File: config.mk
export PLATFORM = sky130hd
export DESIGN_NAME = controller_vga
export DESIGN_NICKNAME = d
export VERILOG_FILES = /design/src/rtl/vga_pkg.sv /design/src/rtl/counter_vga.sv /design/src/rtl/controller_vga.sv
export SDC_FILE = /design/constraint.sdc
export NUM_CORES = 1
export LEC_CHECK = 0
export CELL_PAD_IN_SITES_DETAIL_PLACEMENT = 1
export CELL_PAD_IN_SITES_GLOBAL_PLACEMENT = 2
export CORE_AREA = 2 2 116 73
export DETAILED_ROUTE_END_ITERATION = 10
export DIE_AREA = 0 0 118 75
export PLACE_DENSITY_LB_ADDON = 0.25
export SYNTH_ARGS = -nofsm -noshare
export SYNTH_HDL_FRONTEND = slang
export SYNTH_SLANG_ARGS = --single-unit
File: constraint.sdc
create_clock -name clk -period 2.2 [get_ports clk]
set_input_delay 0.33 -clock clk [delete_from_list [all_inputs] [get_ports clk]]
set_output_delay 0.33 -clock clk [all_outputs]
set_load 0.1 [all_outputs]
File: src/rtl/vga_pkg.sv
// Shared VGA timing constants for the controller and the painter blocks.
// Defaults describe the standard 640x480 @ 60 Hz mode with a 25 MHz pixel clock.
package vga_pkg;

    localparam int H_VISIBLE = 640;
    localparam int H_FRONT   = 16;
    localparam int H_SYNC    = 96;
    localparam int H_BACK    = 48;
    localparam int V_VISIBLE = 480;
    localparam int V_FRONT   = 10;
    localparam int V_SYNC    = 2;
    localparam int V_BACK    = 33;

    localparam int H_TOTAL = H_VISIBLE + H_FRONT + H_SYNC + H_BACK;   // 800
    localparam int V_TOTAL = V_VISIBLE + V_FRONT + V_SYNC + V_BACK;   // 525

    // First and last counter values during which the sync pulse is active.
    localparam int H_SYNC_START = H_VISIBLE + H_FRONT;                // 656
    localparam int H_SYNC_END   = H_SYNC_START + H_SYNC - 1;          // 751
    localparam int V_SYNC_START = V_VISIBLE + V_FRONT;                // 490
    localparam int V_SYNC_END   = V_SYNC_START + V_SYNC - 1;          // 491

    // Coordinate width; wide enough for any counter value up to 1023.
    localparam int CNT_W = 10;

    // Inclusive window test on a coordinate.
    function automatic logic in_window(input logic [CNT_W-1:0] v,
                                       input logic [CNT_W-1:0] lo,
                                       input logic [CNT_W-1:0] hi);
        return (v >= lo) && (v <= hi);
    endfunction

endpackage

File: src/rtl/counter_vga.sv
// Mod-N up counter with enable. wrap is high while the count sits at N-1,
// so "en && wrap" marks the cycle on which the counter returns to zero.
module counter_vga #(
    parameter int N     = 800,
    parameter int WIDTH = 10
) (
    input  logic             clk,
    input  logic             rst_n,
    input  logic             en,
    output logic [WIDTH-1:0] count,
    output logic             wrap
);

    logic [WIDTH-1:0] count_reg;

    assign wrap  = (count_reg == WIDTH'(N - 1));
    assign count = count_reg;

    // Advance on enable, returning to zero after N-1.
    always_ff @(posedge clk or negedge rst_n) begin
        if (!rst_n) begin
            count_reg <= '0;
        end else if (en) begin
            count_reg <= wrap ? '0 : count_reg + 1'b1;
        end
    end

endmodule

File: src/rtl/controller_vga.sv
// VGA timing generator. clk is divided by two to form the pixel clock; the
// horizontal and vertical counters step once per pixel tick and drive x/y
// directly. Sync, blank and colour are registered from the pre-increment
// counters, so they trail x/y by exactly one pixel tick.
module controller_vga #(
    parameter int H_VISIBLE = vga_pkg::H_VISIBLE,
    parameter int H_FRONT   = vga_pkg::H_FRONT,
    parameter int H_SYNC    = vga_pkg::H_SYNC,
    parameter int H_BACK    = vga_pkg::H_BACK,
    parameter int V_VISIBLE = vga_pkg::V_VISIBLE,
    parameter int V_FRONT   = vga_pkg::V_FRONT,
    parameter int V_SYNC    = vga_pkg::V_SYNC,
    parameter int V_BACK    = vga_pkg::V_BACK
) (
    input  logic       clk,
    input  logic       rst_n,
    input  logic [7:0] red_in,
    input  logic [7:0] green_in,
    input  logic [7:0] blue_in,
    output logic [9:0] x,
    output logic [9:0] y,
    output logic       vga_clk,
    output logic       hsync,
    output logic       vsync,
    output logic       blank_n,
    output logic       sync_n,
    output logic [7:0] vga_r,
    output logic [7:0] vga_g,
    output logic [7:0] vga_b,
    output logic       frame_start
);

    import vga_pkg::*;

    localparam int H_TOTAL = H_VISIBLE + H_FRONT + H_SYNC + H_BACK;
    localparam int V_TOTAL = V_VISIBLE + V_FRONT + V_SYNC + V_BACK;

    localparam logic [CNT_W-1:0] H_VIS_W  = CNT_W'(H_VISIBLE);
    localparam logic [CNT_W-1:0] V_VIS_W  = CNT_W'(V_VISIBLE);
    localparam logic [CNT_W-1:0] HS_START = CNT_W'(H_VISIBLE + H_FRONT);
    localparam logic [CNT_W-1:0] HS_END   = CNT_W'(H_VISIBLE + H_FRONT + H_SYNC - 1);
    localparam logic [CNT_W-1:0] VS_START = CNT_W'(V_VISIBLE + V_FRONT);
    localparam logic [CNT_W-1:0] VS_END   = CNT_W'(V_VISIBLE + V_FRONT + V_SYNC - 1);

    logic             div_reg;
    logic             tick;
    logic [CNT_W-1:0] h_cnt;
    logic [CNT_W-1:0] v_cnt;
    logic             h_wrap;
    logic             v_wrap;
    logic             visible;
    logic             hsync_reg;
    logic             vsync_reg;
    logic             blank_reg;
    logic             frame_start_reg;
    logic [23:0]      colour_in;
    logic [23:0]      rgb_q;

    // Pixel tick lands on the clk edge where div falls 1->0, so registered
    // outputs change while vga_clk is low and are stable at its rising edge.
    assign tick    = div_reg;
    assign vga_clk = div_reg;

    // Divide clk by two to form the pixel clock.
    always_ff @(posedge clk or negedge rst_n) begin
        if (!rst_n) begin
            div_reg <= 1'b0;
        end else begin
            div_reg <= ~div_reg;
        end
    end

    counter_vga #(.N(H_TOTAL), .WIDTH(CNT_W)) u_h_counter (
        .clk   (clk),
        .rst_n (rst_n),
        .en    (tick),
        .count (h_cnt),
        .wrap  (h_wrap)
    );

    counter_vga #(.N(V_TOTAL), .WIDTH(CNT_W)) u_v_counter (
        .clk   (clk),
        .rst_n (rst_n),
        .en    (tick && h_wrap),
        .count (v_cnt),
        .wrap  (v_wrap)
    );

    assign x       = h_cnt;
    assign y       = v_cnt;
    assign visible = (h_cnt < H_VIS_W) && (v_cnt < V_VIS_W);

    // Sync and blank sampled from the current pixel on each tick.
    always_ff @(posedge clk or negedge rst_n) begin
        if (!rst_n) begin
            hsync_reg <= 1'b1;
            vsync_reg <= 1'b1;
            blank_reg <= 1'b0;
        end else if (tick) begin
            hsync_reg <= ~in_window(h_cnt, HS_START, HS_END);
            vsync_reg <= ~in_window(v_cnt, VS_START, VS_END);
            blank_reg <= visible;
        end
    end

    // Frame start: one clk wide because tick never holds for two clks.
    always_ff @(posedge clk or negedge rst_n) begin
        if (!rst_n) begin
            frame_start_reg <= 1'b0;
        end else begin
            frame_start_reg <= tick && h_wrap && v_wrap;
        end
    end

    // Colour channels: capture painter colour when visible, black otherwise.
    assign colour_in = {red_in, green_in, blue_in};

    generate
        for (genvar gi = 0; gi < 3; gi++) begin : g_colour
            logic [7:0] chan_reg;

            // One register per colour channel, gated by visibility.
            always_ff @(posedge clk or negedge rst_n) begin
                if (!rst_n) begin
                    chan_reg <= 8'd0;
                end else if (tick) begin
                    chan_reg <= visible ? colour_in[gi*8 +: 8] : 8'd0;
                end
            end

            assign rgb_q[gi*8 +: 8] = chan_reg;
        end
    endgenerate

    assign hsync       = hsync_reg;
    assign vsync       = vsync_reg;
    assign blank_n     = blank_reg;
    assign sync_n      = 1'b0;
    assign vga_r       = rgb_q[23:16];
    assign vga_g       = rgb_q[15:8];
    assign vga_b       = rgb_q[7:0];
    assign frame_start = frame_start_reg;

endmodule

==> flow_metrics.env <==
export IMPL_synthCells=174
export IMPL_vias=1634
export IMPL_start_util_pct=27.6
export IMPL_crit_path_end_kind="register"
export IMPL_routed_wl_um=5960
export IMPL_syn_avg_cell_area_um2=12.3
export IMPL_max_clock_freq_ghz=0.480
export IMPL_io_buffer_count=74
export IMPL_synth_top_area_cell="dfrtp_1"
export IMPL_yosysUniqueCellTypes=40
export IMPL_post_route_min_period_ns=2.08
export IMPL_muxShareOfSynthArea_pct=0.469
export IMPL_min_path_type="in -> async"
export IMPL_n_antenna_cell=0
export IMPL_r2r_end="u_v_counter.count[4]"
export IMPL_crit_path_start_kind="register"
export IMPL_worstPathArrival_ns=2.25
export IMPL_p_leak_nw=1.39
export IMPL_via_per_inst=4.54
export IMPL_nNetsFinal=281
export IMPL_holdWs_ns=-0.00622
export IMPL_grt_pass1_vias=1635
export IMPL_peakVddDrop_mv=0.288
export IMPL_area_delta_synth_final_pct=42.9
export IMPL_powerDensity_nw_per_um2=660
export IMPL_synth_area_leaders="dfrtp_1, a22o_1, xnor2_1, dfstp_2, ha_1"
export IMPL_synth_warnings=0
export IMPL_final_setup_skew_ns=0.00757
export IMPL_die_h_um=75
export IMPL_status="finished with violations"
export IMPL_cts_sink_count=49
export IMPL_drtAntennaViolNets=0
export IMPL_core_area_um2=7730
export IMPL_critPathKind="reg -> reg"
export IMPL_drcViolationCount=0
export IMPL_synth_seq_cells=49
export IMPL_r2r_cells=4
export IMPL_gp_congestion=0.789
export IMPL_ff2ff_setup_slack_ns=0.12
export IMPL_finalSetupViolations=0
export IMPL_postCtsSetupBuffers=0
export IMPL_clock_latency_ns=0.28
export IMPL_hold_buffers=0
export IMPL_period_share_pct=94.7
export IMPL_crit_fanout=9
export IMPL_synth_area_um2=2130
export IMPL_rsz0062_at_grt="false"
export IMPL_violations="negative hold slack"
export IMPL_synth_compound_area_share_pct=13.8
export IMPL_drt_iter0_drc=63
export IMPL_post_cts_resized=0
export IMPL_die_area_um2=8850
export IMPL_r2r_start="u_h_counter.count[5]"
export IMPL_hold_viol_final=5
export IMPL_yosysSeqAreaShare_pct=57.6
export IMPL_cp_required_ns=2.37
export IMPL_synth_fa_ha_area_share_pct=2.34
export IMPL_wire_per_inst_um=16.5
export IMPL_synth_simple_area_share_pct=16.7
export IMPL_grt_overflow=0
export IMPL_tns_ns=0
export IMPL_cts_inserted_buffers=5
export IMPL_synth_xor_area_share_pct=5.33
export IMPL_pin_count=76
export IMPL_antenna_found_initial=0
export IMPL_slowest_stage="or4b_1"
export IMPL_clock_path_buffers=2
export IMPL_grt_pass1_wl_um=9450
export IMPL_drv_cap=0
export IMPL_hpwl_um=4410
export IMPL_fillers=847
export IMPL_root_buffer="clkbuf_16"
export IMPL_grt_max_degree=33
export IMPL_syn_nets=204
export IMPL_cts_tree="yes"
export IMPL_critical_path_cell_chain="or4b_1 > or3_4 > nor2_4 > nor2_1"
export IMPL_synth_top_family_by_area="simple AND/OR/NAND/NOR gates"
export IMPL_placementRows=25
export IMPL_die_w_um=118
export IMPL_total_power_mw=2.01
export IMPL_drive_gt1_share_pct=33.7
export IMPL_slowest_delay_ns=0.72
export IMPL_cts_clk_slew_worst_paths_ns=0.07
export IMPL_grt_usage_pct=13.8
export IMPL_first_pass_iters=4
export IMPL_ctsHtreeMaxLevel=2
export IMPL_yosys_area_top_type_share_pct=55.1
export IMPL_final_max_slew_viol_count=0
[placed cells by master (no fill, tap or decap), types with 2 or more instances in the layout]
cell / netlist / final
xnor2_1: 9 / 9
o21ai_0: 6 / 6
o311ai_0: 2 / 2
dfrtp_2: 0 / 8
and3_1: 2 / 2
nand3_1: 9 / 9
nor3_1: 4 / 4
dfstp_2: 2 / 2
nor2_1: 10 / 10
clkdlybuf4s50_1: 0 / 24
nand2_1: 6 / 6
clkbuf_16: 0 / 5
and3_2: 3 / 3
nor4_1: 3 / 3
nor4_4: 2 / 2
buf_4: 1 / 53
a22o_1: 24 / 24
ha_1: 4 / 4
inv_1: 5 / 5
xor2_1: 4 / 4
nand4_1: 5 / 5
dfrtp_1: 47 / 38
[cell usage after synthesis]
master / number
dfrtp_1: 47
a22o_1: 24
nor2_1: 10
nand3_1: 9
xnor2_1: 9
nand2_1: 6
o21ai_0: 6
inv_1: 5
nand4_1: 5
clkbuf_1: 4
ha_1: 4
nor3_1: 4
xor2_1: 4
and3_2: 3
nor4_1: 3
and3_1: 2
buf_2: 2
buf_6: 2
dfstp_2: 2
nor4_4: 2
o311ai_0: 2
a21o_1: 1
a21oi_1: 1
a41oi_1: 1
and2_1: 1
buf_4: 1
conb_1: 1
inv_2: 1
mux2i_1: 1
nand4_2: 1
nor2_2: 1
nor2_4: 1
nor4_2: 1
nor4b_1: 1
nor4b_2: 1
nor4bb_1: 1
o21a_1: 1
o31ai_1: 1
or3_4: 1
or4b_1: 1
[per-stage QoR]
stage          cells  hold WS (ns)  instance area (um^2)  utilization [%]  setup slack (ns)
3_3_place_gp     352         0.320                  2900             37.5             0.168
2_1_floorplan    174        0.0344                  2150                -           0.00903
5_1_grt          360        0.0174                  3050             39.5            0.0549
4_1_cts          360        0.0104                  3050             39.5             0.117
3_5_place_dp     352         0.320                  2900             37.5             0.138
6_report         360      -0.00622                  3050             39.5             0.116
[power by group]
part           internal [mW]  leakage (nW)  switching [mW]
registers              0.923         0.591          0.0132
clock network          0.453        0.0701           0.320
logic                 0.0848         0.732           0.218
total                   1.46          1.39           0.551
[cell type report]
cell class | instances | area [um^2] | share of cell area (%)
clock buffer | 7 | 143 | 4.68
clock inverter | 1 | 7.51 | 0.246
inverter | 6 | 22.5 | 0.738
timing repair buffer | 79 | 663 | 21.7
tap | 108 | 135 | 4.43
sequential | 49 | 1240 | 40.7
multi-input combinational | 110 | 837 | 27.4
[cell families (layout without fill, tap and decap cells)]
group / Yosys count / in the layout
buffers and inverters: 15 / 93
flip-flops: 49 / 49
multiplexers: 1 / 1
AO/OA/AOI/OAI: 37 / 37
AND/OR/NAND/NOR: 54 / 54
other: 1 / 1
adder cells (fa/ha/maj): 4 / 4
XOR/XNOR: 13 / 13
[critical path, delay by kind of cell, from the launching register on]
| family | cells | cell delay (ns) |
|---|---|---|
| flops | 1 | 0.52 |
| simple gates | 4 | 1.46 |
[worst max path at each step]
| stage | startpoint | endpoint | slack [ns] | depth (start not counted) |
|---|---|---|---|---|
| 2_1_floorplan | u_v_counter.count[6] | vga_b[5] | 0.009 | 5 |
| 3_3_place_gp | u_h_counter.count[5] | u_v_counter.count[9] | 0.17 | 4 |
| 3_5_place_dp | u_h_counter.count[5] | u_v_counter.count[9] | 0.14 | 4 |
| 4_1_cts | u_h_counter.count[5] | u_v_counter.count[4] | 0.12 | 4 |
| 5_1_grt | u_h_counter.count[5] | u_v_counter.count[9] | 0.05 | 4 |
| 6_report | u_h_counter.count[5] | u_v_counter.count[4] | 0.12 | 4 |
[layer usage]
metal | vias up | track usage, % | share of wire [%]
met4 | 0 | 2.81 | 0.45
met3 | 2 | 3.64 | 4.4
li1 | 787 | - | -
met5 | - | 0 | 0
met1 | 809 | 22.1 | 54
met2 | 36 | 18.2 | 41
Power figures use the tool's default switching activity.
